[config.mk]
export PLATFORM = sky130hd
export DESIGN_NAME = multicycle_ctrl
export DESIGN_NICKNAME = d
export VERILOG_FILES = /design/src/rtl/multicycle_ctrl.sv
export SDC_FILE = /design/constraint.sdc
export NUM_CORES = 1
export LEC_CHECK = 0
export CORE_MARGIN = 5
export CORE_UTILIZATION = 32
export DETAILED_ROUTE_END_ITERATION = 16
export GPL_ROUTABILITY_DRIVEN = 0
export PLACE_DENSITY_LB_ADDON = 0.05
export SLEW_MARGIN = 30
export SYNTH_ARGS = -nofsm -noshare
export SYNTH_HDL_FRONTEND = slang
export SYNTH_SLANG_ARGS = --single-unit
[constraint.sdc]
create_clock -name clk -period 1.21 [get_ports clk]
set_input_delay 0.3025 -clock clk [delete_from_list [all_inputs] [get_ports clk]]
set_output_delay 0.3025 -clock clk [all_outputs]
set_load 0.02 [all_outputs]
[src/rtl/multicycle_ctrl.sv]
// Moore control FSM for a multicycle MIPS-subset datapath (lw/sw/R-type/beq/ori/addiu/j).
// Outputs decode from the current state plus opcode/funct; zero gating lives outside this block.
module multicycle_ctrl #(
  parameter logic [2:0] OP_ADD = 3'b000,
  parameter logic [2:0] OP_SUB = 3'b001,
  parameter logic [2:0] OP_AND = 3'b010,
  parameter logic [2:0] OP_OR  = 3'b011
) (
  input  logic       clk,
  input  logic       rst,
  input  logic [5:0] opcode,
  input  logic [5:0] funct,
  input  logic       zero,
  output logic       PCWrite,
  output logic       PCWriteCond,
  output logic       IorD,
  output logic       MemWrite,
  output logic       IRWrite,
  output logic       RegDst,
  output logic       MemtoReg,
  output logic       RegWrite,
  output logic       ExtOp,
  output logic       ALUSrcA,
  output logic [1:0] ALUSrcB,
  output logic [2:0] ALUOp,
  output logic [1:0] PCSource,
  output logic [3:0] state
);

  typedef enum logic [3:0] {
    StFetch  = 4'd0,
    StDecode = 4'd1,
    StMemAdr = 4'd2,
    StMemRd  = 4'd3,
    StMemWb  = 4'd4,
    StMemWr  = 4'd5,
    StRExec  = 4'd6,
    StRWb    = 4'd7,
    StBranch = 4'd8,
    StIExec  = 4'd9,
    StIWb    = 4'd10,
    StJump   = 4'd11
  } state_e;

  localparam logic [5:0] OpcLw    = 6'b100011;
  localparam logic [5:0] OpcSw    = 6'b101011;
  localparam logic [5:0] OpcRType = 6'b000000;
  localparam logic [5:0] OpcBeq   = 6'b000100;
  localparam logic [5:0] OpcOri   = 6'b001101;
  localparam logic [5:0] OpcAddiu = 6'b001001;
  localparam logic [5:0] OpcJ     = 6'b000010;

  state_e state_q, state_d, state_eff;

  // The branch outcome is resolved by the external zero gate, not here.
  logic unused_zero;
  assign unused_zero = zero;

  // R-type funct decode shared by REXEC (ALUOp) and RWB (write enable).
  logic [2:0] r_aluop;
  logic       funct_ok;
  always_comb begin
    r_aluop  = OP_ADD;
    funct_ok = 1'b1;
    case (funct)
      6'b100000, 6'b100001: r_aluop = OP_ADD;
      6'b100010, 6'b100011: r_aluop = OP_SUB;
      6'b100100:            r_aluop = OP_AND;
      6'b100101:            r_aluop = OP_OR;
      default:              funct_ok = 1'b0;
    endcase
  end

  always_comb begin
    state_d = StFetch;
    case (state_q)
      StFetch:  state_d = StDecode;
      StDecode: begin
        case (opcode)
          OpcLw, OpcSw:     state_d = StMemAdr;
          OpcRType:         state_d = StRExec;
          OpcBeq:           state_d = StBranch;
          OpcOri, OpcAddiu: state_d = StIExec;
          OpcJ:             state_d = StJump;
          default:          state_d = StFetch;
        endcase
      end
      StMemAdr: state_d = (opcode == OpcSw) ? StMemWr : StMemRd;
      StMemRd:  state_d = StMemWb;
      StRExec:  state_d = StRWb;
      StIExec:  state_d = StIWb;
      default:  state_d = StFetch;
    endcase
  end

  always_ff @(posedge clk) begin
    if (rst) begin
      state_q <= StFetch;
    end else begin
      state_q <= state_d;
    end
  end

  // While in reset every output shows FETCH values, with the FETCH strobes masked.
  assign state_eff = rst ? StFetch : state_q;
  assign state     = state_eff;

  always_comb begin
    PCWrite     = 1'b0;
    PCWriteCond = 1'b0;
    IorD        = 1'b0;
    MemWrite    = 1'b0;
    IRWrite     = 1'b0;
    RegDst      = 1'b0;
    MemtoReg    = 1'b0;
    RegWrite    = 1'b0;
    ExtOp       = 1'b0;
    ALUSrcA     = 1'b0;
    ALUSrcB     = 2'd0;
    ALUOp       = OP_ADD;
    PCSource    = 2'd0;
    case (state_eff)
      StFetch: begin
        IRWrite = ~rst;
        PCWrite = ~rst;
        ALUSrcB = 2'd1;
      end
      StDecode: begin
        ALUSrcB = 2'd3;
        ExtOp   = 1'b1;
      end
      StMemAdr: begin
        ALUSrcA = 1'b1;
        ALUSrcB = 2'd2;
        ExtOp   = 1'b1;
      end
      StMemRd: IorD = 1'b1;
      StMemWb: begin
        MemtoReg = 1'b1;
        RegWrite = 1'b1;
      end
      StMemWr: begin
        IorD     = 1'b1;
        MemWrite = 1'b1;
      end
      StRExec: begin
        ALUSrcA = 1'b1;
        ALUOp   = r_aluop;
      end
      StRWb: begin
        RegDst   = 1'b1;
        RegWrite = funct_ok;
      end
      StBranch: begin
        ALUSrcA     = 1'b1;
        ALUOp       = OP_SUB;
        PCWriteCond = 1'b1;
        PCSource    = 2'd1;
      end
      StIExec: begin
        ALUSrcA = 1'b1;
        ALUSrcB = 2'd2;
        ExtOp   = (opcode != OpcOri);
        ALUOp   = (opcode == OpcOri) ? OP_OR : OP_ADD;
      end
      StIWb: begin
        RegWrite = 1'b1;
        ExtOp    = (opcode != OpcOri);
        ALUOp    = (opcode == OpcOri) ? OP_OR : OP_ADD;
      end
      StJump: begin
        PCWrite  = 1'b1;
        PCSource = 2'd2;
      end
      default: ;
    endcase
  end

endmodule

==> impl_results.md <==
- Status: complete, but fails checks
- Failing checks: setup timing
- Antenna violations before repair: 0
- Synth area leader: dfxtp_1
- Leakage: 0.719 nW
- Clk_skew: 0.00659 ns
- VDD IR-drop max: 519 uV
- Antenna violation net count after detailed routing: 0
- Crit path max fanout: 4
- Worst skew pair latency: between 0.2 and 0.3 ns
- Die X-Extent: roughly 53 um
- Netlist cell types: 36
- CP top delay family: flip-flops
- 1st-iter DRT viols: 64
- CTS buffer count: 3
- CP max-delay cell: dfxtp_4
- CP bufs+invs: 1
- Max cap viols: 0
- Fmax: 556 MHz
- Area Growth Syn to Fin: 179%
- Net count after synthesis: 104
- CP endpoint kind: primary output
- Seq cells post-synth: 4
- Post-synth top area share: 13.7%
- Most frequent cell after synthesis: nor2_1
- Post-synth EDFFs: 0
- Number of synthesis warnings: 0
- Setup crit start kind: register
- DP HPWL: around 1700 um
- Number of setup violations in the final report: 24
- Fraction of layout cells with a size suffix above 1: 72.0%
- Worst hold slack: 0.513 ns
- # rows: 15
- Core footprint: 0.00173 mm2
- Syn avg cell area: ~6.6 um2
- Routed WL per cell: 21.8 um
- Worst Path Arrival: 1.50 ns
- Hold buffers post-CTS: 0
- GRT Total Usage: 25.9%
- Nets: roughly 180
- CTS sink cnt: 4
- Chip height: 52.7 um
- First-pass GRT wire length: 5290 um
- CTS tree: built
- Pre-CTS setup slack: -1.21 ns
- Mapped Area: 583 um2
- Tightest Hold Check Type: in -> reg
- Regs by FF count: state_q x4
- CP Cell Sequence: and2b_1, nand3_2, nor3_4, a221o_1, buf_6
- Clock slew at reported path FFs: 0.06 ns
- Final Cycle Share: 149%
- Min cycle time layout: 1.80 ns
- DRT Pass-1 Iters: 4
- Max clock buf depth: 2
- Top post-synthesis cells by area: dfxtp_1 14%, nor2_1 6.4%, nor3_1 6.0%
- Part of the Yosys area used for sequential elements: a little over an eighth
- Vias: between 1000 and 1500
- Max reg flops: 4
- Final WS setup: -0.590 ns
- Pwr Density: 458 mW/mm2
- Die ar.: ~0.0028 mm2
- Top FF cell, synth: dfxtp_1
- Largest net degree at the start of global routing: 11
- WL final: 4220 um
- Initial cell density of the core: ~34%
- Most instantiated cells after synthesis: 10 x nor2_1, 9 x nand2_1, 7 x nor3_1
- Top register by number of flip-flops: state_q
- Port buffer count: 33
- Cells after Synth: just under 90
- I/O pins: 36
- Vias in the first global route: 1086
- Final global-route overflow total: 0
- # fillers: 48
- Final Max Tran Viols: 0
- Largest stage delay on the critical path: 0.38 ns
- Asr flop ratio synth: 0%
- H-tree levels: 1
- DR DRC count: 0
- Root Buffer: clkbuf_4
- RSZ-0062 raised after global routing: true
- Data required time of the critical path: 0.91 ns
- CP Class: reg -> out
- Diodes inserted: 0
- Hold Vio Cnt, Final: 0
- Drt via density: 5.92
-- cell families (layout without fill, tap and decap cells) --
| logic type | count (synthesis) | in the layout | share of synthesized area, % |
|---|---|---|---|
| flip-flops | 4 | 4 | 13.7 |
| AND/OR/NAND/NOR | 53 | 53 | 49.4 |
| buffers and inverters | 10 | 89 | 8.58 |
| AO/OA/AOI/OAI | 20 | 20 | 26.2 |
| XOR/XNOR | 1 | 1 | 1.50 |
| other | 1 | 1 | 0.643 |
-- worst paths after layout --
path	from	to	slack, ns	cells past startpoint
worst max-delay path	state_q[3]	ALUOp[0]	-0.59	5
worst max register to register	state_q[1]	state_q[1]	-0.11	5
worst min register to register	state_q[0]	state_q[0]	0.70	3
worst min-delay path	rst	state_q[0]	0.51	3
-- area by class of cell --
class / count / area [um2] / share of cell area [%]
clock buffer: 4 / 26.3 / 1.62
sequential: 4 / 95.1 / 5.86
inverter: 3 / 13.8 / 0.847
timing repair buffer: 82 / 749 / 46.1
tap: 25 / 31.3 / 1.93
multi-input combinational: 75 / 708 / 43.6
-- per-stage QoR --
stage               util, %  TNS (ns)  cells  total power, mW  area [um2]
floorplan                 -     -1.58     89            0.267         733
global placement       73.7    -20.89    171            0.411        1270
detailed placement     73.7    -21.28    171            0.415        1270
CTS                    86.7     -7.25    185            0.632        1500
global route           94.1     -9.98    193            0.765        1620
finish                 94.1     -9.23    193            0.744        1620
-- routing by layer --
| layer | vias up | wire length, um | global-route usage (%) | part of all wire, % |
|---|---|---|---|---|
| met4 | 0 | 359 | 11.5 | 8.5 |
| met5 | - | 0 | 0 | 0 |
| met2 | 89 | 2010 | 47.5 | 48 |
| met1 | 535 | 1520 | 28.5 | 36 |
| li1 | 480 | - | - | - |
| met3 | 38 | 334 | 4.56 | 7.9 |
-- tightest hold or removal path, cell delays in order --
cell and delay, ns:
clkdlybuf4s15_2 0.23, buf_4 0.15, a2111oi_2 0.05
-- timing repair --
item	in CTS	in global routing
cloned	0	0
setup endpoints to repair	24	24
setup buffers	10	9
gates resized for setup	164	23
pin swaps	15	7
hold endpoints to repair	0	0
-- cell usage in the layout (no fill, tap or decap), types with 3 or more instances in the layout --
cell	instances
nand2_2	3
nor2_4	5
nand2_1	6
buf_6	30
nand2b_4	3
nor3_4	6
clkbuf_4	3
clkdlybuf4s15_1	3
dlygate4sd2_1	4
nor2_1	4
nor2b_4	5
buf_4	39
nand3_1	4
dfxtp_4	4
-- power breakdown --
group	switching, mW	total, mW	leakage, nW	internal [mW]
sequential	0.00694	0.137	0.0355	0.130
clock	0.0988	0.225	0.0150	0.127
combinational	0.190	0.382	0.669	0.192
Note: power is estimated with default switching activity, not from simulation.
==> patch (config.mk and constraints unchanged) <==
Register the inputs `opcode`, `funct` and `zero` before use, without a reset. The logic sees them one clock later.
--- a/src/rtl/multicycle_ctrl.sv
+++ b/src/rtl/multicycle_ctrl.sv
@@ -50,11 +50,21 @@
   localparam logic [5:0] OpcAddiu = 6'b001001;
   localparam logic [5:0] OpcJ     = 6'b000010;
 
+  logic [5:0] opcode_q;
+  logic [5:0] funct_q;
+  logic zero_q;
+
+  always_ff @(posedge clk) begin
+    opcode_q <= opcode;
+    funct_q  <= funct;
+    zero_q   <= zero;
+  end
+
   state_e state_q, state_d, state_eff;
 
   // The branch outcome is resolved by the external zero gate, not here.
   logic unused_zero;
-  assign unused_zero = zero;
+  assign unused_zero = zero_q;
 
   // R-type funct decode shared by REXEC (ALUOp) and RWB (write enable).
   logic [2:0] r_aluop;
@@ -62,7 +72,7 @@
   always_comb begin
     r_aluop  = OP_ADD;
     funct_ok = 1'b1;
-    case (funct)
+    case (funct_q)
       6'b100000, 6'b100001: r_aluop = OP_ADD;
       6'b100010, 6'b100011: r_aluop = OP_SUB;
       6'b100100:            r_aluop = OP_AND;
@@ -76,7 +86,7 @@
     case (state_q)
       StFetch:  state_d = StDecode;
       StDecode: begin
-        case (opcode)
+        case (opcode_q)
           OpcLw, OpcSw:     state_d = StMemAdr;
           OpcRType:         state_d = StRExec;
           OpcBeq:           state_d = StBranch;
@@ -85,7 +95,7 @@
           default:          state_d = StFetch;
         endcase
       end
-      StMemAdr: state_d = (opcode == OpcSw) ? StMemWr : StMemRd;
+      StMemAdr: state_d = (opcode_q == OpcSw) ? StMemWr : StMemRd;
       StMemRd:  state_d = StMemWb;
       StRExec:  state_d = StRWb;
       StIExec:  state_d = StIWb;
@@ -160,13 +170,13 @@
       StIExec: begin
         ALUSrcA = 1'b1;
         ALUSrcB = 2'd2;
-        ExtOp   = (opcode != OpcOri);
-        ALUOp   = (opcode == OpcOri) ? OP_OR : OP_ADD;
+        ExtOp   = (opcode_q != OpcOri);
+        ALUOp   = (opcode_q == OpcOri) ? OP_OR : OP_ADD;
       end
       StIWb: begin
         RegWrite = 1'b1;
-        ExtOp    = (opcode != OpcOri);
-        ALUOp    = (opcode == OpcOri) ? OP_OR : OP_ADD;
+        ExtOp    = (opcode_q != OpcOri);
+        ALUOp    = (opcode_q == OpcOri) ? OP_OR : OP_ADD;
       end
       StJump: begin
         PCWrite  = 1'b1;
Check against the original RTL: not equivalent (Yosys sat finds a counterexample within 4 cycles, from zero or initial values and one cycle with rst high).
==> patch against the unedited design <==
- the run still ends with setup timing left
- maximum frequency decreased by 3.7%
- sequential cell count is 12 higher
- via count decreased by 14%
- worst hold slack got worse by 0.058 ns
- area after synthesis up 41%
- utilization fell by 24 points
- largest power group is now registers
- routed wire length decreased by 38%
- design area increased by 7.3%
- combinational power decreased by 15%
- worst setup slack lost 0.068 ns
- die area rose by 33%
- total power up 55%
- cell count up 6.7%
==> patch: results (changes against the unedited design) <==
outcome: "finished with violations"
failed_checks: "setup timing"
netlist_top_cells_count: "20 x sky130_fd_sc_hd__nor2_1, 16 x sky130_fd_sc_hd__dfxtp_1, 8 x sky130_fd_sc_hd__a21oi_1"
xor_xnor_portion_of_the_synthesized_cell_area_pct: 2.12  # +0.62 points
finalWirelength_um: 2610  # -38%
multi_input_gate_share_of_total_cell_area_pct: 35.0  # -8.6 points
pg_clk_uw: 264  # +17%
dr_wl_met2_um: 1360  # -32%
total_leakage_power_uw: 0.000733  # +1.9%
placedCellCount: 194  # +13%
path_delay_family: "compound AO/OA/AOI/OAI gates"
area_growth_syn_to_layout_pct: 111
grt_max_degree: 13  # +2
first_iter_violations: 13  # -80%
worst_path_largest_cell_delay_ns: 0.36  # -0.02 ns
m1WireLength_um: 1070  # -29%
power_density_over_the_cells_nw_per_um2: 663  # +45%
min_path_cells: 1  # -2
inverters_excl_clock: 6  # +3
p_int_uw: 849  # +89%
sequential_share_of_cell_area_pct: 19.2  # +13 points
share_comb_of_total_power_pct: 28.2  # -23 points
first_global_vias: 1014  # -6.6%
power_top_consumer: "registers"
regs_by_ff_count: "funct_q x6, opcode_q x6, state_q x4"
global_route.usage.met1_pct: 16.6  # -12 points
ys_types: 35  # -2.8%
slowest_stage: "sky130_fd_sc_hd__dfxtp_2"
clk_share_pct: 1.29  # -0.33 points
timing.hold.ws_ns: 0.455  # -0.0578 ns
total_routing_usage_gr_pct: 14.9  # -11 points
post_detailed_placement_cell_area_um2: 1490  # +17%
grt_use_met2_pct: 26.9  # -21 points
synth.area.top_cells: "sky130_fd_sc_hd__dfxtp_1 39%, sky130_fd_sc_hd__nor2_1 9.1%, sky130_fd_sc_hd__a21oi_1 4.9%"
synthesis.nets: 119  # +14%
setup_viol: 22  # -8.3%
dp_worst_setup_slack_ns: -1.13  # +0.0815 ns
setup.worst_path.start: "state_q[1]$_SDFF_PP0_"
hold_path_end: "opcode_q[0]$_DFF_P_"
multi_input_area_um2: 609  # -14%
postSynthCellCount: 104  # +17%
place_hpwl_um: 1880  # +8.4%
number_of_signal_net_buffers_in_the_layout: 76  # -7.3%
critical_path.reg2reg.startpoint: "opcode_q[3]$_DFF_P_"
timing.setup.tns_ns: -9.14  # +0.0886 ns
r2r_slack_ns: -0.23  # -0.12 ns
setup_ws_ns: -0.658  # -0.0684 ns
wire_length_of_the_first_global_routing_pass_um: 4070  # -23%
viasPerCell: 4.79  # -19%
final_cells: 206  # +6.7%
==> patch: changes by cell type after synthesis, sizes merged, moves of 2 or more <==
cell / unedited run / this run
nand2: 9 / 6
nor3: 9 / 6
nand3b: 0 / 2
nor4b: 2 / 0
nand2b: 5 / 2
nor2: 10 / 20
nand3: 5 / 2
or2: 2 / 0
inv: 3 / 6
a21oi: 3 / 8
nor2b: 5 / 2
dfxtp: 4 / 16
==> patch: what timing repair did <==
| item | 4_1_cts | 5_1_grt |
|---|---|---|
| resized for setup | 146 | 14 |
| pin swaps | 6 | 6 |
| hold endpoints to repair | 0 | 0 |
| cloned | 0 | 0 |
| setup buffers | 7 | 3 |
| setup endpoints to repair | 23 | 23 |
==> patch: logic make-up (layout without fill, tap and decap cells) <==
| logic type | after synthesis | count (layout) |
|---|---|---|
| compound gates | 25 | 25 |
| flops | 16 | 16 |
| simple gates | 47 | 47 |
| buf+inv | 13 | 85 |
| xor+xnor | 2 | 2 |
| other cells | 1 | 1 |
